$ cat src/rtl/fmult_accum.sv
// ---------------------------------------------------------------------------
// fmult_accum
//
// Signal-estimate block of an ADPCM (G.726-style) adaptive predictor. Each of
// the eight predictor coefficients is multiplied by its floating-point history
// sample using the FMULT algorithm. One product is formed per clock by a
// shared multiplier. The products are summed modulo 2^16 to give the
// zero-section estimate (SEZ) and the full signal estimate (SE).
//
// A computation starts on each rising edge of start_trig. The edge is seen
// after a two-flop synchroniser. Outputs update 12 clk after the rising edge
// and hold until the next update. Rising edges seen outside IDLE are ignored.
//
// Ports
//   clk                   system clock, rising edge
//   reset                 synchronous, active-low reset
//   start_trig            sample strobe (asynchronous to clk)
//   A1, A2   [15:0]       pole coefficients, two's complement
//   B1..B6   [15:0]       zero coefficients, two's complement
//   SR1, SR2 [10:0]       reconstructed signal, float {sign, exp[3:0], mant[5:0]}
//   DQ1..DQ6 [10:0]       quantized difference, same float format
//   SEZ      [14:0]       zero-section estimate, two's complement
//   SE       [14:0]       signal estimate, two's complement
//   test_mode, scan_enable, scan_in0..4   DFT inputs, no functional effect
//   scan_out0..4          scan outputs, tied low until scan insertion
// ---------------------------------------------------------------------------
module fmult_accum (
  input  logic        clk,
  input  logic        reset,
  input  logic        start_trig,
  input  logic [15:0] A1,
  input  logic [15:0] A2,
  input  logic [15:0] B1,
  input  logic [15:0] B2,
  input  logic [15:0] B3,
  input  logic [15:0] B4,
  input  logic [15:0] B5,
  input  logic [15:0] B6,
  input  logic [10:0] SR1,
  input  logic [10:0] SR2,
  input  logic [10:0] DQ1,
  input  logic [10:0] DQ2,
  input  logic [10:0] DQ3,
  input  logic [10:0] DQ4,
  input  logic [10:0] DQ5,
  input  logic [10:0] DQ6,
  input  logic        test_mode,
  input  logic        scan_enable,
  input  logic        scan_in0,
  input  logic        scan_in1,
  input  logic        scan_in2,
  input  logic        scan_in3,
  input  logic        scan_in4,
  output logic [14:0] SEZ,
  output logic [14:0] SE,
  output logic        scan_out0,
  output logic        scan_out1,
  output logic        scan_out2,
  output logic        scan_out3,
  output logic        scan_out4
);

  typedef enum logic [1:0] {
    IDLE = 2'd0,
    MAC  = 2'd1,
    DONE = 2'd2
  } state_t;

  // FMULT: 16-bit two's complement coefficient times 11-bit float sample,
  // returning a 16-bit two's complement product.
  function automatic logic [15:0] fmult(input logic [15:0] c, input logic [10:0] f);
    logic        cs;
    logic [13:0] cshr;
    logic [12:0] cmag;
    logic [3:0]  cexp;
    logic [18:0] cmag_sh;
    logic [5:0]  cmant;
    logic        ws;
    logic [4:0]  wexp;
    logic [11:0] mprod;
    logic [7:0]  wmant;
    logic [14:0] wm_base;
    logic [16:0] wm_up;
    logic [14:0] wmag;

    cs   = c[15];
    cshr = c[15:2];
    // Negative coefficients: 16384 - (C>>2) truncated to 13 bits equals the
    // 14-bit two's complement negation truncated to 13 bits.
    cmag = cs ? 13'(14'd0 - cshr) : cshr[12:0];

    cexp = 4'd0;
    for (int i = 0; i < 13; i++) begin
      if (cmag[i]) cexp = 4'(i + 1);
    end

    // Normalised mantissa always lands in 32..63, so 6 bits suffice.
    cmag_sh = {cmag, 6'b0} >> cexp;
    cmant   = (cmag == 13'd0) ? 6'd32 : cmag_sh[5:0];

    ws    = f[10] ^ cs;
    wexp  = {1'b0, f[9:6]} + {1'b0, cexp};
    mprod = 12'(f[5:0]) * 12'(cmant) + 12'd48;
    wmant = mprod[11:4];

    wm_base = {wmant, 7'b0};
    if (wexp > 5'd26) begin
      wm_up = {2'b0, wm_base} << (wexp - 5'd26);
      wmag  = wm_up[14:0];
    end else begin
      wmag  = wm_base >> (5'd26 - wexp);
    end

    return ws ? (16'd0 - {1'b0, wmag}) : {1'b0, wmag};
  endfunction

  // Synchroniser [0],[1] plus edge-detect history [2].
  logic [2:0]  r_sync;
  logic        w_start;
  state_t      r_state;
  state_t      w_state_next;
  logic [2:0]  r_k;
  logic [15:0] r_acc;
  logic [15:0] r_sezi;
  logic [14:0] r_sez;
  logic [14:0] r_se;
  logic [15:0] r_coef [8];
  logic [10:0] r_samp [8];
  logic [15:0] w_prod;
  logic [15:0] w_acc_next;
  logic        w_unused_dft;

  assign w_start = r_sync[1] & ~r_sync[2];

  // NOTE: state registers use non-blocking assignments so every flop samples
  // pre-edge values regardless of statement order.
  always_ff @(posedge clk) begin
    if (!reset) begin
      r_sync  <= 3'b000;
      r_state <= IDLE;
    end else begin
      r_sync  <= {r_sync[1:0], start_trig};
      r_state <= w_state_next;
    end
  end

  // NOTE: the next-state value is given a default before the case so that no
  // path leaves it unassigned, which would otherwise infer a latch.
  always_comb begin
    w_state_next = r_state;
    case (r_state)
      IDLE:    if (w_start) w_state_next = MAC;
      MAC:     if (r_k == 3'd7) w_state_next = DONE;
      DONE:    w_state_next = IDLE;
      default: w_state_next = IDLE;
    endcase
  end

  // Product order: k=0..5 -> B1*DQ1 .. B6*DQ6, k=6 -> A1*SR1, k=7 -> A2*SR2.
  // NOTE: the operand registers carry no reset; they are only read after a
  // capture has written them, so clearing them would buy nothing.
  always_ff @(posedge clk) begin
    if (reset && (r_state == IDLE) && w_start) begin
      r_coef[0] <= B1;  r_samp[0] <= DQ1;
      r_coef[1] <= B2;  r_samp[1] <= DQ2;
      r_coef[2] <= B3;  r_samp[2] <= DQ3;
      r_coef[3] <= B4;  r_samp[3] <= DQ4;
      r_coef[4] <= B5;  r_samp[4] <= DQ5;
      r_coef[5] <= B6;  r_samp[5] <= DQ6;
      r_coef[6] <= A1;  r_samp[6] <= SR1;
      r_coef[7] <= A2;  r_samp[7] <= SR2;
    end
  end

  assign w_prod     = fmult(r_coef[r_k], r_samp[r_k]);
  assign w_acc_next = r_acc + w_prod;

  always_ff @(posedge clk) begin
    if (!reset) begin
      r_k    <= 3'd0;
      r_acc  <= 16'd0;
      r_sezi <= 16'd0;
      r_sez  <= 15'd0;
      r_se   <= 15'd0;
    end else begin
      case (r_state)
        IDLE: begin
          if (w_start) begin
            r_k   <= 3'd0;
            r_acc <= 16'd0;
          end
        end
        MAC: begin
          r_acc <= w_acc_next;
          r_k   <= r_k + 3'd1;
          // The zero section ends with the sixth product.
          if (r_k == 3'd5) r_sezi <= w_acc_next;
        end
        DONE: begin
          r_sez <= r_sezi[15:1];
          r_se  <= r_acc[15:1];
        end
        default: ;
      endcase
    end
  end

  assign SEZ = r_sez;
  assign SE  = r_se;

  // DFT pins are stitched by scan insertion; functionally they are inert.
  assign w_unused_dft = ^{test_mode, scan_enable, scan_in0, scan_in1,
                          scan_in2, scan_in3, scan_in4};
  assign scan_out0 = 1'b0;
  assign scan_out1 = 1'b0;
  assign scan_out2 = 1'b0;
  assign scan_out3 = 1'b0;
  assign scan_out4 = 1'b0;

endmodule

$ cat config.mk
export PLATFORM = sky130hd
export DESIGN_NAME = fmult_accum
export DESIGN_NICKNAME = d
export VERILOG_FILES = /design/src/rtl/fmult_accum.sv
export SDC_FILE = /design/constraint.sdc
export NUM_CORES = 1
export LEC_CHECK = 0
export ABC_AREA = 1
export CAP_MARGIN = 20
export CELL_PAD_IN_SITES_DETAIL_PLACEMENT = 1
export CELL_PAD_IN_SITES_GLOBAL_PLACEMENT = 1
export CORE_ASPECT_RATIO = 1.1
export CORE_UTILIZATION = 48
export CTS_CLUSTER_SIZE = 25
export DETAILED_ROUTE_END_ITERATION = 10
export DONT_BUFFER_PORTS = 1
export PLACE_DENSITY_LB_ADDON = 0.1
export SLEW_MARGIN = 20
export SYNTH_ARGS = -nofsm -noshare
export SYNTH_HDL_FRONTEND = slang
export SYNTH_SLANG_ARGS = --single-unit
$ cat constraint.sdc
create_clock -name clk -period 14 [get_ports clk]
set_input_delay 2.1 -clock clk [delete_from_list [all_inputs] [get_ports clk]]
set_output_delay 2.1 -clock clk [all_outputs]
set_load 0.05 [all_outputs]
After elaboration in Yosys (flattened, before gate mapping)
Memories as Yosys holds them, arrays and structs flattened. A register that Yosys moved wholly into a read port is not among the register bits.
Cells that the tools add are included.
- reduce and logical (&&, ||, !) cells: 8
- shifts and indexed selects: 3
- $lt $le $gt $ge: 1
- $mul: 1
- eq/ne operators: 6
- bitwise gates (word level): 3
- $add $sub $neg: 8
- multiplexer cells: 30
- operator list (cell ; number):
    2-to-1 mux 4 bit ; 12
    2-to-1 mux 16 bit ; 2
    one-hot mux 16 bit (2 select lines) ; 1
    right shift 19 x 4 -> 6 bit ; 1
    adder 16 bit ; 1
    subtractor 1 x 15 -> 16 bit, first input constant ; 1
    2-to-1 mux 15 bit ; 1
    2-to-1 mux 3 bit ; 5
    << shifter 15 x 5 -> 15 bit ; 1
    right shift 15 x 5 -> 15 bit ; 1
    zero test 13 bit ; 1
    2-to-1 mux 13 bit ; 1
    subtractor 1 x 13 -> 13 bit, first input constant ; 1
    adder 12 x 6 -> 12 bit, second input constant ; 1
    multiplier 6 x 6 -> 12 bit ; 1
    == test 3 bit, second input constant ; 2
    2-to-1 mux 6 bit ; 1
    one-hot mux 3 bit (2 select lines) ; 1
    AND reduction 2 bit ; 3
    adder 4 x 4 -> 5 bit ; 1
    greater-than comparator 5 bit, second input constant ; 1
    subtractor 5 bit, first input constant ; 1
    subtractor 5 bit, second input constant ; 1
    2-to-1 mux 2 bit ; 2
    12 further kinds ; 16
- word-level logic and storage cells: 69
- output and inout port bits: 35
- input bits: 226
- bits in registers: 70
- bits in writable memories: 216
- memories: 2
- memory list (name ; words ; bits a word ; read ports ; clocked after memory_dff ; write ports ; line ; source):
    r_coef ; 8 ; 16 ; 1 ; 1 ; 8 ; 127 ; logic [15:0] r_coef [8];
    r_samp ; 8 ; 11 ; 1 ; 1 ; 8 ; 128 ; logic [10:0] r_samp [8];

Logic depth before layout (Yosys ltp)
Gate-level depths: netlist of run 1.
- word-level depth: 25
- depth in mapped cells: 73
- gate-level depth less buffers: 71

Least setup slack after synthesis of run 1
OpenSTA, ideal clock, no wires.
- kind: input-to-reg
- start: input reset
- end: memory r_coef[0][10], enable pin
- path buffers: 1
- path slack: 2.553 ns
- arrival: 10.683 ns
- data required time: 13.236 ns
- cell stages on the path: 3
- library setup time: 0.764 ns
- cell sequence: inv_1 > clkbuf_1 > nor2_1
- RTL lines (element ; line ; source):
    start, declared ; 29 ; input logic reset,
    end, declared ; 127 ;

==> metrics.csv, run 1 <==
stage;metric;value;unit
synthesis;synth.area.mux_share;0;%
detailed_routing;detailedRoute.firstIterationViolations;421;
detailed_routing;drt_wl_total;35.9;mm
sta;fmax;0.0853;GHz
sta;setup_tns;0;ns
clock_network;cts_tree;built;
synthesis;synth_compound_area_share;10.4;%
synthesis;yosysTopAreaCell;edfxtp_1;
synthesis;synth_edf_count;200;
die;die_h;183;µm
detailed_routing;antenna_left;0;
grt;grt_antenna_before_repair;9;
clock_network;clock_path_buffers;3;
placement;dp.final_hpwl;25.8;mm
die;core;29000;µm²
worst_setup_path;path_delay_family;adder cells;
grt;grtUsageTotal;23.7;%
placement;placed_cell_area;14500;µm²
clock_network;clk_latency;0.57;ns
worst_setup_path;worst-endpoint-required;14.46;ns
sta;clock_skew;0.0213;ns
worst_setup_path;worst-path-buf-inv;13;
pwr;power.density;193;nW/µm²
grt;overflow;0;
worst_setup_path;endpoint_kind;register;
synthesis;avgSynthCellArea;8.93;µm²
clock_network;clk_pin_slew_worst_paths;0.06;ns
detailed_routing;first_pass_iters;8;
worst_hold_path;hold_start;r_sync[0]$_SDFF_PN0_;
clock_network;cts_setup_buffers;0;
pwr;irDropWorstVdd;0.000119;V
die;io_pins;261;
worst_hold_path;worst_hold_path.num_cells;2;
sta;setup_viol;0;
synthesis;synth_top_family_by_area;simple AND/OR/NAND/NOR gates;
detailed_routing;viasPerCell;5.46;
worst_hold_path;min_path_type;reg2reg;
sta;slew_viol_final;0;
layout;design_area;15600;µm²
synthesis;ys_warn_count;0;
synthesis;syn_inst;1601;
synthesis;synthAdderAreaFrac;7.26;%
die;initial_core_util;49.4;%
sta;hold_viol;0;
clock_network;ctsHoldBuffers;0;
worst_setup_path;critPathArrivalTime;12.18;ns
worst_setup_path;startpoint_type;register;
worst_setup_path;path_class;reg2reg;
flow_run;maxCapViolCount;0;
status;status;complete, but fails checks;
pwr;p_leak;6.67;nW
layout;drive_above_1_share;6.69;%
synthesis;yosys.area_share.xor_xnor;2.32;%
synthesis;ys.flop_type;edfxtp_1;
grt;grt_pass1_vias;11400;
layout;syn_to_final_growth;8.89;%
synthesis;ys_top_cells_by_area;edfxtp_1, dfxtp_1, nand2_1, nor2_1, ha_1;
synthesis;netlist_area;14300;µm²
placement;gp_congestion;0.864;
detailed_routing;drc;7;
worst_setup_path;worstReg2RegEnd;r_sezi[15]$_SDFFE_PN0P_;
synthesis;seq_area_frac_synth;52.1;%
worst_setup_path;crit_fanout;65;
synthesis;ys_types;46;
grt;grt_pass1_wl;57.7;mm
detailed_routing;vias;10800;
worst_setup_path;cpPeakStageDelay;0.65;ns
worst_hold_path;min_to;r_sync[1]$_SDFF_PN0_;
sta;layout_setup_ws;2.28;ns
die;rows;65;
synthesis;netlist.area_leader.share;42.0;%
detailed_routing;wire_per_inst;18.2;µm
worst_setup_path;reg2regPathDepth;60;
clock_network;cts_max_level;1;
clock_network;post_cts_resize_count;0;
sta;whs;0.420;ns
sta;rsz0062_at_grt;false;
clock_network;cts_sinks;272;
worst_setup_path;cp_slowest_cell;buf_4;
sta;tightest_slew;1.11;ns
clock_network;clockRootBuffer;clkbuf_16;
status;violations;design-rule violations;
layout;nNetsFinal;1876;
synthesis;postSynth.asyncResetShare;0;%
die;dieArea;30500;µm²
sta;post-route-period-util;83.7;%
worst_setup_path;crit_top_cell;inv_1;
placement;pre_cts_ws;2.26;ns
worst_setup_path;r2r_setup_slack;2.28;ns
grt;grt_max_degree;101;
synthesis;ys_ff_latch;272;
sta;period_needed;11.72;ns
sta;slew_headroom;25.9;%
placement;port-buffer-count;0;
synthesis;synth-simple-area-share;21.3;%
clock_network;cts_buffers;28;
die;die_x;167;µm
[layout make-up]
| cell class | instances | area (µm²) |
|---|---|---|
| Sequential cell | 272 | 7450 |
| Clock inverter | 20 | 302 |
| Fill cell | 3363 | 13400 |
| Inverter | 166 | 623 |
| Multi-Input combinational cell | 1100 | 5920 |
| Tap cell | 368 | 460 |
| Clock buffer | 31 | 712 |
| Timing Repair Buffer | 11 | 90.1 |
| Antenna cell | 5 | 12.5 |
[registers in the layout (all words and copies together) (netlist names), named ones only]
name / count
r_state: 2
r_sezi: 15
r_samp: 88
r_k: 3
r_coef: 112
SE: 15
SEZ: 15
r_sync: 3
r_acc: 16
[through the flow]
step	total power [mW]	util [%]	std cells
after floorplan	1.89	-	1605
after global placement	2.17	50.2	1916
after detailed placement	2.21	50.2	1917
after CTS	3.03	53.7	1968
after global routing	3.23	53.8	1973
final	3.01	53.8	1973
[cells in the final DEF (no fill, tap or decap), types with 4 or more instances in the layout]
| cell type | count |
|---|---|
| a21boi_0 | 4 |
| a21oi_1 | 76 |
| a31oi_1 | 4 |
| a32o_1 | 15 |
| buf_4 | 10 |
| bufinv_16 | 7 |
| clkbuf_16 | 28 |
| clkinv_1 | 10 |
| conb_1 | 5 |
| dfxtp_1 | 71 |
| diode_2 | 5 |
| edfxtp_1 | 200 |
| fa_1 | 20 |
| ha_1 | 51 |
| inv_1 | 151 |
| inv_2 | 12 |
| nand2_1 | 356 |
| nand2_2 | 15 |
| nand3_1 | 125 |
| nand4_1 | 6 |
| nor2_1 | 195 |
| o21ai_0 | 116 |
| o21ai_1 | 19 |
| o221ai_1 | 4 |
| o22ai_1 | 9 |
| or2_2 | 9 |
| xnor2_1 | 15 |
| xor2_1 | 21 |
[Yosys cell counts, drive strengths merged, types with 20 or more instances]
library cell,n
nor2,201
nand3,128
fa,20
dfxtp,72
a21oi,77
clkbuf,38
buf,29
inv,163
xor2,22
nand2,374
o21ai,137
edfxtp,200
ha,51
[power breakdown]
group,switching [mW],internal [mW],leakage (nW),total (mW)
clock,0.316,0.496,0.486,0.812
sequential,0.0107,0.886,2.40,0.897
combinational,0.854,0.443,3.79,1.30
total,1.18,1.83,6.67,3.01
[worst register-to-register path: cells and delay by family (launching register included)]
family | cells | cell delay (ns)
xor gates and xnor gates | 1 | 0.25
buffers and inverters | 13 | 2.09
AOI/OAI and AO/OA | 15 | 2.96
adders and majority gates | 7 | 3.12
and+or+nand+nor | 24 | 2.78
DFF | 1 | 0.34
[cell families after synthesis]
kind of cell             after synthesis
AO/OA/AOI/OAI                        262
XOR/XNOR                              37
adder cells (fa/ha/maj)               71
buffers and inverters                233
flip-flops                           272
other                                  1
AND/OR/NAND/NOR                      725
[layer usage]
metal	vias to the layer above	track usage, %	routed length [µm]
met5	-	0	24
met4	4	8.15	903
met3	61	5.85	2190
met2	238	44.2	18700
met1	5177	26.2	14000
li1	5297	-	-
[worst max path at each step]
| stage | start | to | slack (ns) | cells after the start |
|---|---|---|---|---|
| detailed placement | register | r_sezi[15]$_SDFFE_PN0P_ | 2.26 | 60 |
| global route | register | r_sezi[15]$_SDFFE_PN0P_ | 1.20 | 62 |
| floorplan | reset | r_coef[0][10]$_DFFE_PP_ | 2.55 | 3 |
| global placement | register | r_sezi[15]$_SDFFE_PN0P_ | 2.42 | 60 |
| CTS | register | r_sezi[15]$_SDFFE_PN0P_ | 2.23 | 60 |
| finish | register | r_sezi[15]$_SDFFE_PN0P_ | 2.28 | 60 |
(Power assumes the default switching activity.)
==> run 2, diff against run 1 <==
CORE_UTILIZATION = 44   (was 48)
clock period = 9.56 ns   (was 14 ns; I/O delays follow)
==> metrics.csv, run 2 (same netlist as run 1, synthesis figures left out) <==
stage;metric;value;unit
worst_setup_path;crit_fanout;12;
placement;dp.final_hpwl;28.1;mm
worst_hold_path;min_to;r_sync[1]$_SDFF_PN0_;
detailed_routing;first_pass_iters;4;
flow_run;maxCapViolCount;0;
clock_network;cts_sinks;272;
detailed_routing;wire_per_inst;19.0;µm
clock_network;clk_pin_slew_worst_paths;0.07;ns
grt;grt_pass1_wl;62.6;mm
worst_setup_path;endpoint_kind;register;
detailed_routing;detailedRoute.firstIterationViolations;494;
worst_setup_path;crit_top_cell;nand2_2;
sta;slew_viol_final;0;
worst_setup_path;worstReg2RegEnd;r_acc[15]$_SDFFE_PN0P_;
layout;syn_to_final_growth;31.4;%
worst_setup_path;path_depth;64;
grt;grtUsageTotal;23.7;%
layout;regArea;7450;µm²
detailed_routing;drc;0;
layout;final_common_cell;nand2_1;
layout;fill_cells;3563;
layout;mostFrequentLayoutCells;nand2_1, edfxtp_1, buf_4;
sta;setup_viol;1;
sta;rsz0062_at_grt;true;
worst_setup_path;r2r_setup_slack;-0.009;ns
die;die_h;191;µm
clock_network;clock_path_buffers;3;
status;status;complete, but fails checks;
sta;layout_setup_ws;-0.00867;ns
worst_hold_path;min_path_type;reg2reg;
layout;drive_above_1_share;30.0;%
layout;nNetsFinal;2099;
die;rows;68;
sta;period_needed;9.57;ns
grt;overflow;0;
pwr;power.density;334;nW/µm²
pwr;p_leak;8.07;nW
worst_setup_path;critPathArrivalTime;10.07;ns
detailed_routing;viasPerCell;5.32;
placement;gp_congestion;0.879;
layout;multi_input_area;7040;µm²
worst_setup_path;reg2regPathDepth;64;
sta;clock_skew;0.0157;ns
layout;final_cells;2250;
sta;tightest_slew;1.23;ns
worst_hold_path;worst_hold_path.num_cells;2;
sta;fmax;0.105;GHz
clock_network;clockRootBuffer;clkbuf_16;
sta;post-route-period-util;100;%
placement;port-buffer-count;0;
layout;largest_register;r_coef;
grt;grt_pass1_vias;12400;
detailed_routing;vias;12000;
worst_setup_path;cpPeakStageDelay;0.60;ns
clock_network;cts_max_level;1;
sta;slew_headroom;18.1;%
status;violations;negative setup slack;
die;dieArea;33200;µm²
worst_setup_path;path_delay_family;simple AND/OR/NAND/NOR gates;
sta;whs;0.423;ns
layout;reg.largest.list;r_coef (112), r_samp (88), r_acc (16);
layout;largest_reg_flops;112;
die;initial_core_util;45.2;%
worst_hold_path;hold_start;r_sync[0]$_SDFF_PN0_;
die;core;31700;µm²
clock_network;cts_tree;built;
placement;dp.cells;2146;
grt;grt_antenna_before_repair;9;
clock_network;clk_latency;0.58;ns
worst_setup_path;path_class;reg2reg;
pwr;irDropWorstVdd;0.000263;V
sta;hold_viol;0;
grt;grt_max_degree;201;
worst_setup_path;cp_slowest_cell;fa_2;
die;die_x;174;µm
detailed_routing;antenna_left;0;
worst_setup_path;worst-endpoint-required;10.06;ns
detailed_routing;drt_wl_total;42.8;mm
clock_network;cts_buffers;29;
die;io_pins;261;
worst_setup_path;startpoint_type;register;
worst_setup_path;worst-path-buf-inv;9;
run 2: worst max-delay path by stage:
| stage | startpoint | endpoint | slack, ns |
|---|---|---|---|
| after floorplan | register | r_sezi[15]$_SDFFE_PN0P_ | 0.38 |
| after global placement | register | r_sezi[15]$_SDFFE_PN0P_ | -0.56 |
| after detailed placement | register | r_sezi[15]$_SDFFE_PN0P_ | -0.88 |
| after CTS | register | r_sezi[15]$_SDFFE_PN0P_ | 0.002 |
| after global routing | register | r_acc[15]$_SDFFE_PN0P_ | -0.47 |
| final | register | r_acc[15]$_SDFFE_PN0P_ | -0.009 |
run 2: layout make-up:
type / instances / share of cell area [%]
Timing Repair Buffer: 231 / 10.7
Clock buffer: 30 / 3.88
Multi-Input combinational cell: 1102 / 37.5
Antenna cell: 6 / 0.0799
Sequential cell: 272 / 39.7
Tap cell: 420 / 2.80
Clock inverter: 23 / 1.99
Inverter: 166 / 3.42
run 2: metal layers:
layer / global-route usage [%] / up-vias / wire, µm
met2: 44.6 / 286 / 23200
li1: - / 5761 / -
met1: 26.5 / 5826 / 16200
met5: 0 / - / 51
met3: 5.19 / 88 / 2100
met4: 7.25 / 8 / 1270
run 2: worst min-delay path, cell delays in order (launching register included):
cell	delay (ns)
dfxtp_1	0.30
nand2_1	0.05
inv_1	0.04
run 2: power breakdown:
group | leakage [nW] | switching, mW | internal [mW]
combinational | 5.15 | 1.96 | 1.70
clock | 0.524 | 0.495 | 0.803
sequential | 2.40 | 0.0205 | 1.30
total | 8.07 | 2.48 | 3.80
run 2: through the flow:
step	utilization [%]	area (µm²)	TNS, ns	setup slack (ns)	total power, mW
floorplan	-	14300	0	0.382	2.76
detailed placement	50.7	16100	-6.09	-0.883	3.96
CTS	55.4	17500	0	0.00191	5.41
global placement	50.7	16100	-2.70	-0.556	3.85
finish	59.4	18800	-0.00867	-0.00867	6.27
global route	59.4	18800	-3.84	-0.472	6.62
run 2: repair_timing:
action                                  in CTS  in global routing
setup buffers                               10                 29
gates cloned                                 3                  3
pin swaps                                   38                121
hold buffers                                 0                  0
endpoints found under the setup margin      16                 19
gates resized for setup                     84                235
==> run 3, diff against run 2 <==
CORE_UTILIZATION = 36   (was 44)
DONT_BUFFER_PORTS = unset   (was 1)
PLACE_DENSITY_LB_ADDON = 0.15   (was 0.1)
==> metrics.csv, run 3 (same netlist as run 1, synthesis figures left out) <==
stage;metric;value;unit
pwr;power.density;279;nW/µm²
detailed_routing;wire_per_inst;17.0;µm
layout;largest_reg_flops;112;
sta;post-route-period-util;97.7;%
detailed_routing;drt_wl_total;43.7;mm
die;die_h;211;µm
worst_setup_path;startpoint_type;register;
layout;syn_to_final_growth;46.9;%
grt;grt_antenna_before_repair;0;
layout;reg.largest.list;r_coef (112), r_samp (88), r_acc (16);
detailed_routing;viasPerCell;4.98;
worst_setup_path;path_class;reg2reg;
pwr;totalPowerFinal;5.86;mW
die;initial_core_util;36.5;%
grt;grt_max_degree;190;
grt;overflow;0;
grt;grtUsageTotal;20.7;%
die;die_x;192;µm
worst_setup_path;endpoint_kind;register;
detailed_routing;vias;12800;
sta;setup_viol;0;
worst_setup_path;critPathArrivalTime;9.81;ns
die;core;39200;µm²
layout;drive_above_1_share;26.2;%
placement;dp.final_hpwl;30.8;mm
pwr;p_leak;8.90;nW
sta;clock_skew;0.0164;ns
layout;nNetsFinal;2339;
clock_network;clockRootBuffer;clkbuf_16;
pwr;irDropWorstVdd;0.000225;V
sta;slew_viol_final;0;
layout;largest_register;r_coef;
clock_network;clk_latency;0.58;ns
die;dieArea;40500;µm²
sta;fmax;0.107;GHz
clock_network;clock_path_buffers;3;
clock_network;cts_buffers;30;
layout;mostFrequentLayoutCells;nand2_1, clkdlybuf4s50_1, buf_4;
layout;final_common_cell;nand2_1;
placement;pre_cts_ws;-0.937;ns
detailed_routing;antenna_left;0;
sta;period_needed;9.34;ns
detailed_routing;first_pass_iters;4;
die;io_pins;261;
placement;port-buffer-count;232;
grt;grt_pass1_vias;13400;
clock_network;cts_tree;built;
die;rows;76;
detailed_routing;drc;0;
clock_network;ctsHoldBuffers;0;
sta;slew_headroom;18.6;%
clock_network;clk_pin_slew_worst_paths;0.06;ns
worst_setup_path;cpPeakStageDelay;0.54;ns
placement;gp_congestion;0.862;
worst_setup_path;crit_top_cell;nand3_2;
worst_setup_path;worst-endpoint-required;10.03;ns
sta;hold_viol;0;
grt;grt_pass1_wl;66.2;mm
status;status;finished, final reports clean;
sta;tightest_slew;1.22;ns
worst_setup_path;cp_slowest_cell;fa_1;
flow_run;maxCapViolCount;0;
detailed_routing;detailedRoute.firstIterationViolations;448;
sta;layout_setup_ws;0.220;ns
sta;setup_tns;0;ns
worst_hold_path;min_path_type;reg2reg;
clock_network;cts_max_level;1;
sta;rsz0062_at_grt;true;
clock_network;cts_sinks;272;
worst_setup_path;crit_fanout;6;
layout;antenna_cells;0;
run 3: per-stage QoR:
step                      utilization, %  instance area (µm²)  std cells  hold WS [ns]
final                               53.6                21000       2572         0.422
after global routing                53.6                21000       2572         0.454
after CTS                           50.7                19900       2544         0.428
after detailed placement            47.1                18500       2465         0.413
after global placement              47.1                18500       2465         0.414
after floorplan                        -                14300       1605         0.390
run 3: worst paths after layout:
kind	slack [ns]	cells past startpoint	endpoint	start
worst max-delay path	0.22	64	r_sezi[14]$_SDFFE_PN0P_	register
worst min-delay path	0.42	2	r_sync[1]$_SDFF_PN0_	r_sync[0]$_SDFF_PN0_
worst max register to register	0.22	64	r_sezi[14]$_SDFFE_PN0P_	register
worst min register to register	0.42	2	r_sync[1]$_SDFF_PN0_	r_sync[0]$_SDFF_PN0_
run 3: cell type report:
| cell class | count | area [µm²] |
|---|---|---|
| clock buffers | 38 | 781 |
| clock inverters | 17 | 130 |
| fillers | 4425 | 18200 |
| inverters | 166 | 643 |
| multi-input cells | 1101 | 6990 |
| flip-flops and latches | 272 | 7460 |
| well taps | 507 | 634 |
| repair buffers | 471 | 4370 |
run 3: repair_timing:
item,in CTS,in global routing
endpoints found under the setup margin,16,21
pin swaps,37,119
resized for setup,76,224
gates cloned,4,3
buffers inserted,20,27
run 3: critical path, delay by kind of cell (launching register included):
family / cells / cell delay, ns
flip-flops: 1 / 0.44
XOR/XNOR: 1 / 0.14
adder cells (fa/ha/maj): 7 / 3.09
AND/OR/NAND/NOR: 31 / 2.89
buffers and inverters: 14 / 1.24
AO/OA/AOI/OAI: 11 / 1.44
run 3: per-layer routing:
layer | share of wire [%] | track usage, % | up-vias
met1 | 40 | 23.4 | 6246
met4 | 2.5 | 5.59 | 0
li1 | - | - | 6245
met5 | 0 | 0 | -
met3 | 4.2 | 3.54 | 60
met2 | 54 | 39.4 | 248
run 3: power by group:
group / internal [mW] / total (mW) / switching (mW)
Clock: 0.605 / 1.09 / 0.485
Sequential: 1.30 / 1.32 / 0.0192
Combinational: 1.67 / 3.46 / 1.79
Total: 3.57 / 5.86 / 2.29
